==> src/rtl/mem_arbiter.sv <==
// mem_arbiter: shares one single-port synchronous memory between port A (CPU,
// stalled through A_RDY) and port B (DMA / debug loader). One access per cycle,
// read data returned one cycle after the grant, and B starvation bounded by a
// streak limit on consecutive A grants while B waits.
module mem_arbiter #(
    parameter int ADDR_W     = 16,
    parameter int DATA_W     = 8,
    parameter int MAX_STREAK = 4
) (
    input  logic              CLK,
    input  logic              RST_N,
    input  logic              A_REQ,
    input  logic              A_WE,
    input  logic [ADDR_W-1:0] A_ADDR,
    input  logic [DATA_W-1:0] A_DIN,
    output logic              A_RDY,
    output logic              A_VALID,
    output logic [DATA_W-1:0] A_DOUT,
    input  logic              B_REQ,
    input  logic              B_WE,
    input  logic [ADDR_W-1:0] B_ADDR,
    input  logic [DATA_W-1:0] B_DIN,
    output logic              B_RDY,
    output logic              B_VALID,
    output logic [DATA_W-1:0] B_DOUT,
    output logic              MEM_WE,
    output logic [ADDR_W-1:0] MEM_ADDR,
    output logic [DATA_W-1:0] MEM_DIN,
    input  logic [DATA_W-1:0] MEM_DOUT
);

    localparam int STREAK_W = (MAX_STREAK < 1) ? 1 : $clog2(MAX_STREAK + 1);
    localparam logic [STREAK_W-1:0] STREAK_MAX = STREAK_W'(MAX_STREAK);

    typedef enum logic [1:0] {
        TAG_NONE,
        TAG_A,
        TAG_B
    } rd_tag_t;

    rd_tag_t             rd_tag;
    logic [STREAK_W-1:0] streak;
    logic [DATA_W-1:0]   a_hold;
    logic [DATA_W-1:0]   b_hold;
    logic                grant_a;
    logic                grant_b;

    // Grant decision: forced B once the A streak hits the limit, else A first.
    always_comb begin
        grant_a = 1'b0;
        grant_b = 1'b0;
        if (RST_N) begin
            if (B_REQ && (streak == STREAK_MAX)) begin
                grant_b = 1'b1;
            end else if (A_REQ) begin
                grant_a = 1'b1;
            end else if (B_REQ) begin
                grant_b = 1'b1;
            end
        end
    end

    assign A_RDY = grant_a;
    assign B_RDY = grant_b;

    // Memory command mux: the granted port drives the memory, idle drives zeros.
    always_comb begin
        MEM_WE   = 1'b0;
        MEM_ADDR = '0;
        MEM_DIN  = '0;
        if (grant_a) begin
            MEM_WE   = A_WE;
            MEM_ADDR = A_ADDR;
            MEM_DIN  = A_DIN;
        end else if (grant_b) begin
            MEM_WE   = B_WE;
            MEM_ADDR = B_ADDR;
            MEM_DIN  = B_DIN;
        end
    end

    // VALID is gated by reset so a read still in flight when reset asserts is
    // never reported; its rd_tag is cleared at that same edge.
    assign A_VALID = RST_N && (rd_tag == TAG_A);
    assign B_VALID = RST_N && (rd_tag == TAG_B);
    assign A_DOUT  = A_VALID ? MEM_DOUT : a_hold;
    assign B_DOUT  = B_VALID ? MEM_DOUT : b_hold;

    // Streak counter, read-owner tag and per-port read-data hold registers.
    always_ff @(posedge CLK) begin
        if (!RST_N) begin
            streak <= '0;
            rd_tag <= TAG_NONE;
            a_hold <= '0;
            b_hold <= '0;
        end else begin
            if (grant_b || !B_REQ) begin
                streak <= '0;
            end else if (grant_a && (streak != STREAK_MAX)) begin
                streak <= streak + STREAK_W'(1);
            end

            if (grant_a && !A_WE) begin
                rd_tag <= TAG_A;
            end else if (grant_b && !B_WE) begin
                rd_tag <= TAG_B;
            end else begin
                rd_tag <= TAG_NONE;
            end

            if (A_VALID) begin
                a_hold <= MEM_DOUT;
            end
            if (B_VALID) begin
                b_hold <= MEM_DOUT;
            end
        end
    end

endmodule

==> config.mk <==
export PLATFORM = sky130hd
export DESIGN_NAME = mem_arbiter
export DESIGN_NICKNAME = d
export VERILOG_FILES = /design/src/rtl/mem_arbiter.sv
export SDC_FILE = /design/constraint.sdc
export NUM_CORES = 1
export LEC_CHECK = 0
export CELL_PAD_IN_SITES_DETAIL_PLACEMENT = 0
export CELL_PAD_IN_SITES_GLOBAL_PLACEMENT = 1
export CORE_MARGIN = 10
export CORE_UTILIZATION = 23
export CTS_CLUSTER_SIZE = 25
export DETAILED_ROUTE_END_ITERATION = 10
export GPL_ROUTABILITY_DRIVEN = 0
export GPL_TIMING_DRIVEN = 0
export HOLD_SLACK_MARGIN = 0.08
export PLACE_DENSITY = 0.88
export SLEW_MARGIN = 20
export SYNTH_ARGS = -nofsm -noshare
export SYNTH_HDL_FRONTEND = slang
export SYNTH_SLANG_ARGS = --single-unit
==> constraint.sdc <==
create_clock -name CLK -period 4.95 [get_ports CLK]
set_input_delay 0.99 -clock CLK [delete_from_list [all_inputs] [get_ports CLK]]
set_output_delay 0.99 -clock CLK [all_outputs]
set_load 0.005 [all_outputs]
==> run summary, run 1 <==
Post-CTS setup buffer count: 0
Htree depth: 1
Max-Cap Viols: 0
Pwr Density: 170 mW/mm^2
Setup Viol. Count Final: 0
Die area: 0.00893 mm^2
Count of clock tree sinks: 21
DRC viols: 0
WL/cell: 15.1 um
Routed WL: 5.02 mm
Power Total: 0.422 mW
ANT nets after route: 0
Nets: 325
Area growth syn-to-layout: 93.9%
Initial Util: 0.235
CP Cell Sequence: clkdlybuf4s50_1 -> clkbuf_1 -> clkbuf_1 -> nand4_1 -> o21ai_0 -> clkdlybuf4s50_1
Worst VDD drop: 0.0952 mV
First DRT Iteration DRCs: 49
Pre-antenna DRT Iters: 4
Vias in the first global route: 1618
Initial antenna violation count: 0
Share of the synthesized area in the top cell type: 0.329
Final hold violations: 0
Critical path peak fanout: 10
Worst-margin pin slew: 407 ps
Cell area after synthesis: 0.00128 mm^2
Tightest Hold Check Type: reg2reg
Core area: 0.00544 mm^2
Grt total ovfl: 0
Dpl cell area: 0.00243 mm^2
Area leader, netlist: dfxtp_1
RSZ-0062 raised after global routing: false
Die Y: 94.5 um
Cells after Synth: 150
GRT Total Usage: 0.109
Clock tree buffer depth: 2
Slew Limit Headroom: 0.729
Netlist cell types: 22
Net count after synthesis: 214
Fill cell count: 547
Syn Area/Cell: 8.52 um^2
Global-route wire length before repair: 7.94 mm
Largest net degree at the start of global routing: 14
Worst Skew: 4.36 ps
# hold bufs at CTS: 0
Fmax: 246 MHz
Synth area leaders: dfxtp_1 (33%), a22o_1 (16%), mux2_2 (14%)
FF+latch count, synth: 21
Outcome: finished clean
Leak: 0.943 nW
Max Slew Vio Count: 0
Worst Setup End Kind: primary output
CTS tree: done
Tcrit/Tclk final: 0.820
Top delay family on crit path: buffers and inverters
Register area share after synthesis: 0.329
Ratio of cells with drive above 1 in the final layout: 0.115
YS warnings: 0
Critical path arrival: 3070 ps
Root Buffer: clkbuf_8
Die Wd: 94.5 um
Finished Cell Area: 0.00248 mm^2
Io pins: 107
Total CTS buffers: 3
Setup slack after layout: 889 ps
CP peak stage delay: 580 ps
Dpl hpwl: 4.27 mm
CP max stage cell: clkdlybuf4s50_1
IO Port Bufs: 106
Vias/cell: 4.45
WP buf/inv: 4
Clk_lat worst skew: 260 ps
Most common cell after layout, fill and taps aside: clkdlybuf4s50_1
Post-cts sizing count: 0
Via count: 1479
Clock Pin Slew Worst Setup and Hold Paths: 70 ps
Critical path required time: 3960 ps
Most frequent cells in the layout: clkdlybuf4s50_1 (106), nand2_1 (34), a22o_1 (24)
Setup crit start kind: primary input
ANT cells: 0
Placement Setup Slack: 842 ps
CP Class: in2out
Core Rows: 27
Post-Route Setup TNS: 0 ps
Fin crit period: 4060 ps
-- cell families (layout without fill, tap and decap cells) --
family,after synthesis,after routing,synth area share
AOI/OAI and AO/OA,42,42,0.268
adders and majority gates,2,2,0.0196
buffers and inverters,16,126,0.0539
DFF,21,21,0.329
muxes,17,17,0.149
and+or+nand+nor,52,52,0.180
-- final cells by class --
cell class,instances,area (um^2),area share
buffer,11,50.0,0.0202
clock buffer,3,41.3,0.0167
clock inverter,1,7.51,0.00303
inverter,5,18.8,0.00758
multi-input combinational,113,788,0.318
sequential,21,420,0.170
tap,72,90.1,0.0364
timing repair buffer,106,1060,0.428
-- synth_stat cells --
| master | n |
|---|---|
| and3_1 | 1 |
| nand3_1 | 2 |
| nand2_2 | 2 |
| nor2_2 | 1 |
| o21ai_0 | 1 |
| nand2b_1 | 2 |
| ha_1 | 2 |
| buf_2 | 7 |
| inv_1 | 5 |
| nand4_1 | 2 |
| nor2b_1 | 3 |
| dfxtp_1 | 21 |
| clkbuf_1 | 4 |
| a21boi_1 | 1 |
| nor2_1 | 3 |
| a22o_1 | 24 |
| nor3_1 | 1 |
| mux2_2 | 16 |
| nand2_1 | 34 |
| nor3b_1 | 1 |
| a21boi_0 | 16 |
| mux2i_1 | 1 |
-- stage by stage --
| step | std cells | utilization | hold slack (ps) |
|---|---|---|---|
| 6_report | 332 | 0.455 | 441 |
| 5_1_grt | 332 | 0.455 | 488 |
| 4_1_cts | 332 | 0.455 | 451 |
| 3_5_place_dp | 328 | 0.447 | 439 |
| 3_3_place_gp | 328 | 0.447 | 428 |
| 2_1_floorplan | 150 | - | 417 |
-- path summary, 6_finish.rpt --
check             slack [ps]  startpoint  cells after the start         to
hold / removal           440   streak[0]                      1  streak[0]
setup reg to reg        3450   streak[0]                      7  rd_tag[0]
setup / recovery         890       RST_N                      6     MEM_WE
hold reg to reg          440   streak[0]                      1  streak[0]
-- state kept, by name, summed over array words and instances, names as in the netlist --
name and count:
a_hold 8, b_hold 8, rd_tag 2, streak 3
-- layer usage --
layer	wire length (um)	GRT usage	vias to the layer above
met5	0	0	-
met4	0	0.0187	0
met3	819	0.0730	0
met2	2400	0.192	84
met1	1800	0.106	643
li1	-	-	752
-- power breakdown --
| group | total [mW] | switching, mW | internal [mW] | leakage (nW) |
|---|---|---|---|---|
| combinational | 0.134 | 0.0421 | 0.0922 | 0.751 |
| clock | 0.112 | 0.0556 | 0.0567 | 0.0217 |
| sequential | 0.176 | 0.00228 | 0.173 | 0.170 |
| total | 0.422 | 0.100 | 0.322 | 0.943 |
No activity file was read; power rests on OpenSTA's default activity.
==> run 2: changes to the inputs <==
--- a/config.mk
+++ b/config.mk
@@ -8,13 +8,13 @@
 export CELL_PAD_IN_SITES_DETAIL_PLACEMENT = 0
 export CELL_PAD_IN_SITES_GLOBAL_PLACEMENT = 1
 export CORE_MARGIN = 10
-export CORE_UTILIZATION = 23
+export CORE_UTILIZATION = 21
 export CTS_CLUSTER_SIZE = 25
 export DETAILED_ROUTE_END_ITERATION = 10
 export GPL_ROUTABILITY_DRIVEN = 0
 export GPL_TIMING_DRIVEN = 0
 export HOLD_SLACK_MARGIN = 0.08
-export PLACE_DENSITY = 0.88
+export PLACE_DENSITY = 0.81
 export SLEW_MARGIN = 20
 export SYNTH_ARGS = -nofsm -noshare
 export SYNTH_HDL_FRONTEND = slang
==> constraint.sdc (replaced) <==
create_clock -name CLK -period 4.2 [get_ports CLK]
set_input_delay 0.84 -clock CLK [delete_from_list [all_inputs] [get_ports CLK]]
set_output_delay 0.84 -clock CLK [all_outputs]
set_load 0.005 [all_outputs]
==> run summary, run 2 (synthesis gave the netlist of run 1 again) <==
Critical path required time: 3360 ps
Sequential Power Share: 0.419
Die Y: 98.0 um
Clk_lat worst skew: 260 ps
Finished Layout Cells: 335
Clock Pin Slew Worst Setup and Hold Paths: 70 ps
Slew Limit Headroom: 0.716
Global-route wire length before repair: 7.71 mm
P_int: 0.379 mW
Nets: 325
Setup Viol. Count Final: 0
Routed WL: 5.03 mm
Root Buffer: clkbuf_8
Critical path peak fanout: 10
Io pins: 107
Initial antenna violation count: 0
ANT nets after route: 0
Most common cell after layout, fill and taps aside: clkdlybuf4s50_1
Post-Route Setup TNS: 0 ps
Dpl cell area: 0.00243 mm^2
Switching pwr: 0.115 mW
# hold bufs at CTS: 0
CP Class: in2out
Htree depth: 1
WL/cell: 15.0 um
Setup crit start kind: primary input
Dpl hpwl: 4.23 mm
First DRT Iteration DRCs: 44
CTS tree: done
Core area: 0.00592 mm^2
Initial Util: 0.216
Fin crit period: 3820 ps
Max-Cap Viols: 0
IO Port Bufs: 106
Core Rows: 28
Worst Setup End Kind: primary output
Outcome: finished clean
Power Total: 0.494 mW
Ratio of cells with drive above 1 in the final layout: 0.115
Clock power frac: 0.261
Pwr Density: 199 mW/mm^2
Post-CTS setup buffer count: 0
Setup slack after layout: 377 ps
Worst VDD drop: 0.106 mV
Vias/cell: 4.36
Die Wd: 98.0 um
Final hold violations: 0
Finished Cell Area: 0.00248 mm^2
Total CTS buffers: 3
Count of clock tree sinks: 21
Tcrit/Tclk final: 0.910
Fin Hold WS: 450 ps
Most frequent cells in the layout: clkdlybuf4s50_1 (106), nand2_1 (34), a22o_1 (24)
Via count: 1462
ANT cells: 0
Critical path arrival: 2980 ps
RSZ-0062 raised after global routing: false
Worst Skew: 9.71 ps
Core Util, Final: 0.419
Placed cell count: 331
Fill cell count: 597
Worst-margin pin slew: 426 ps
Max Slew Vio Count: 0
DRC viols: 0
Combinational share of power: 0.320
Clock tree buffer depth: 2
Leak: 0.947 nW
Sw frac: 0.234
Die area: 0.00960 mm^2
Post-cts sizing count: 0
Tightest Hold Check Type: reg2reg
Area growth syn-to-layout: 94.0%
Pre-antenna DRT Iters: 4
Vias in the first global route: 1548
Largest net degree at the start of global routing: 13
Largest regs: a_hold x8, b_hold x8, streak x3
Placement Setup Slack: 381 ps
GRT Total Usage: 0.0968
Fmax: 262 MHz
Grt total ovfl: 0
==> run 2: changes by cell type in the layout (fill, tap and decap cells not counted) <==
| cell | delta |
|---|---|
| clkinvlp_4 | -1 |
| clkinv_2 | +1 |
==> run 2: worst max-delay path: stages <==
cell and delay, ps:
clkdlybuf4s50_1 580, clkbuf_1 380, clkbuf_1 400, nand4_1 130, o21ai_0 100, clkdlybuf4s50_1 550
==> run 2: path summary, 6_finish.rpt <==
kind | cells past startpoint | slack (ps) | from | to
max | 6 | 380 | RST_N | MEM_WE
min | 1 | 450 | streak[0] | streak[0]
max reg2reg | 7 | 2670 | streak[0] | rd_tag[0]
min reg2reg | 1 | 450 | streak[0] | streak[0]
==> run 2: power groups by stage <==
stage / clock network [mW] / registers [mW] / logic (mW)
floorplan: 0 / 0.211 / 0.0460
global placement: 0 / 0.211 / 0.160
detailed placement: 0 / 0.212 / 0.160
CTS: 0.134 / 0.207 / 0.161
global route: 0.141 / 0.207 / 0.171
finish: 0.129 / 0.207 / 0.158
==> run 2: layout make-up <==
cell class                      instances  area (um^2)  area share
Buffer                                 11         50.0      0.0202
Clock buffer                            3         41.3      0.0167
Clock inverter                          1         5.00     0.00202
Inverter                                5         18.8     0.00757
Multi-Input combinational cell        113          788       0.318
Sequential cell                        21          420       0.170
Tap cell                               75         93.8      0.0379
Timing Repair Buffer                  106         1060       0.428
==> run 2: per-layer routing <==
layer	global-route usage	wire, um	vias up
met2	0.165	2340	71
met5	0	0	-
li1	-	-	749
met3	0.0817	818	2
met1	0.0909	1870	640
met4	0.00671	9	0
==> run 3: changes to the inputs <==
--- a/config.mk
+++ b/config.mk
@@ -19,3 +19,4 @@
 export SYNTH_ARGS = -nofsm -noshare
 export SYNTH_HDL_FRONTEND = slang
 export SYNTH_SLANG_ARGS = --single-unit
+export TNS_END_PERCENT = 5
==> results of run 3 <==
Same layout as run 2: the final DEF is identical, and so are final timing and power.
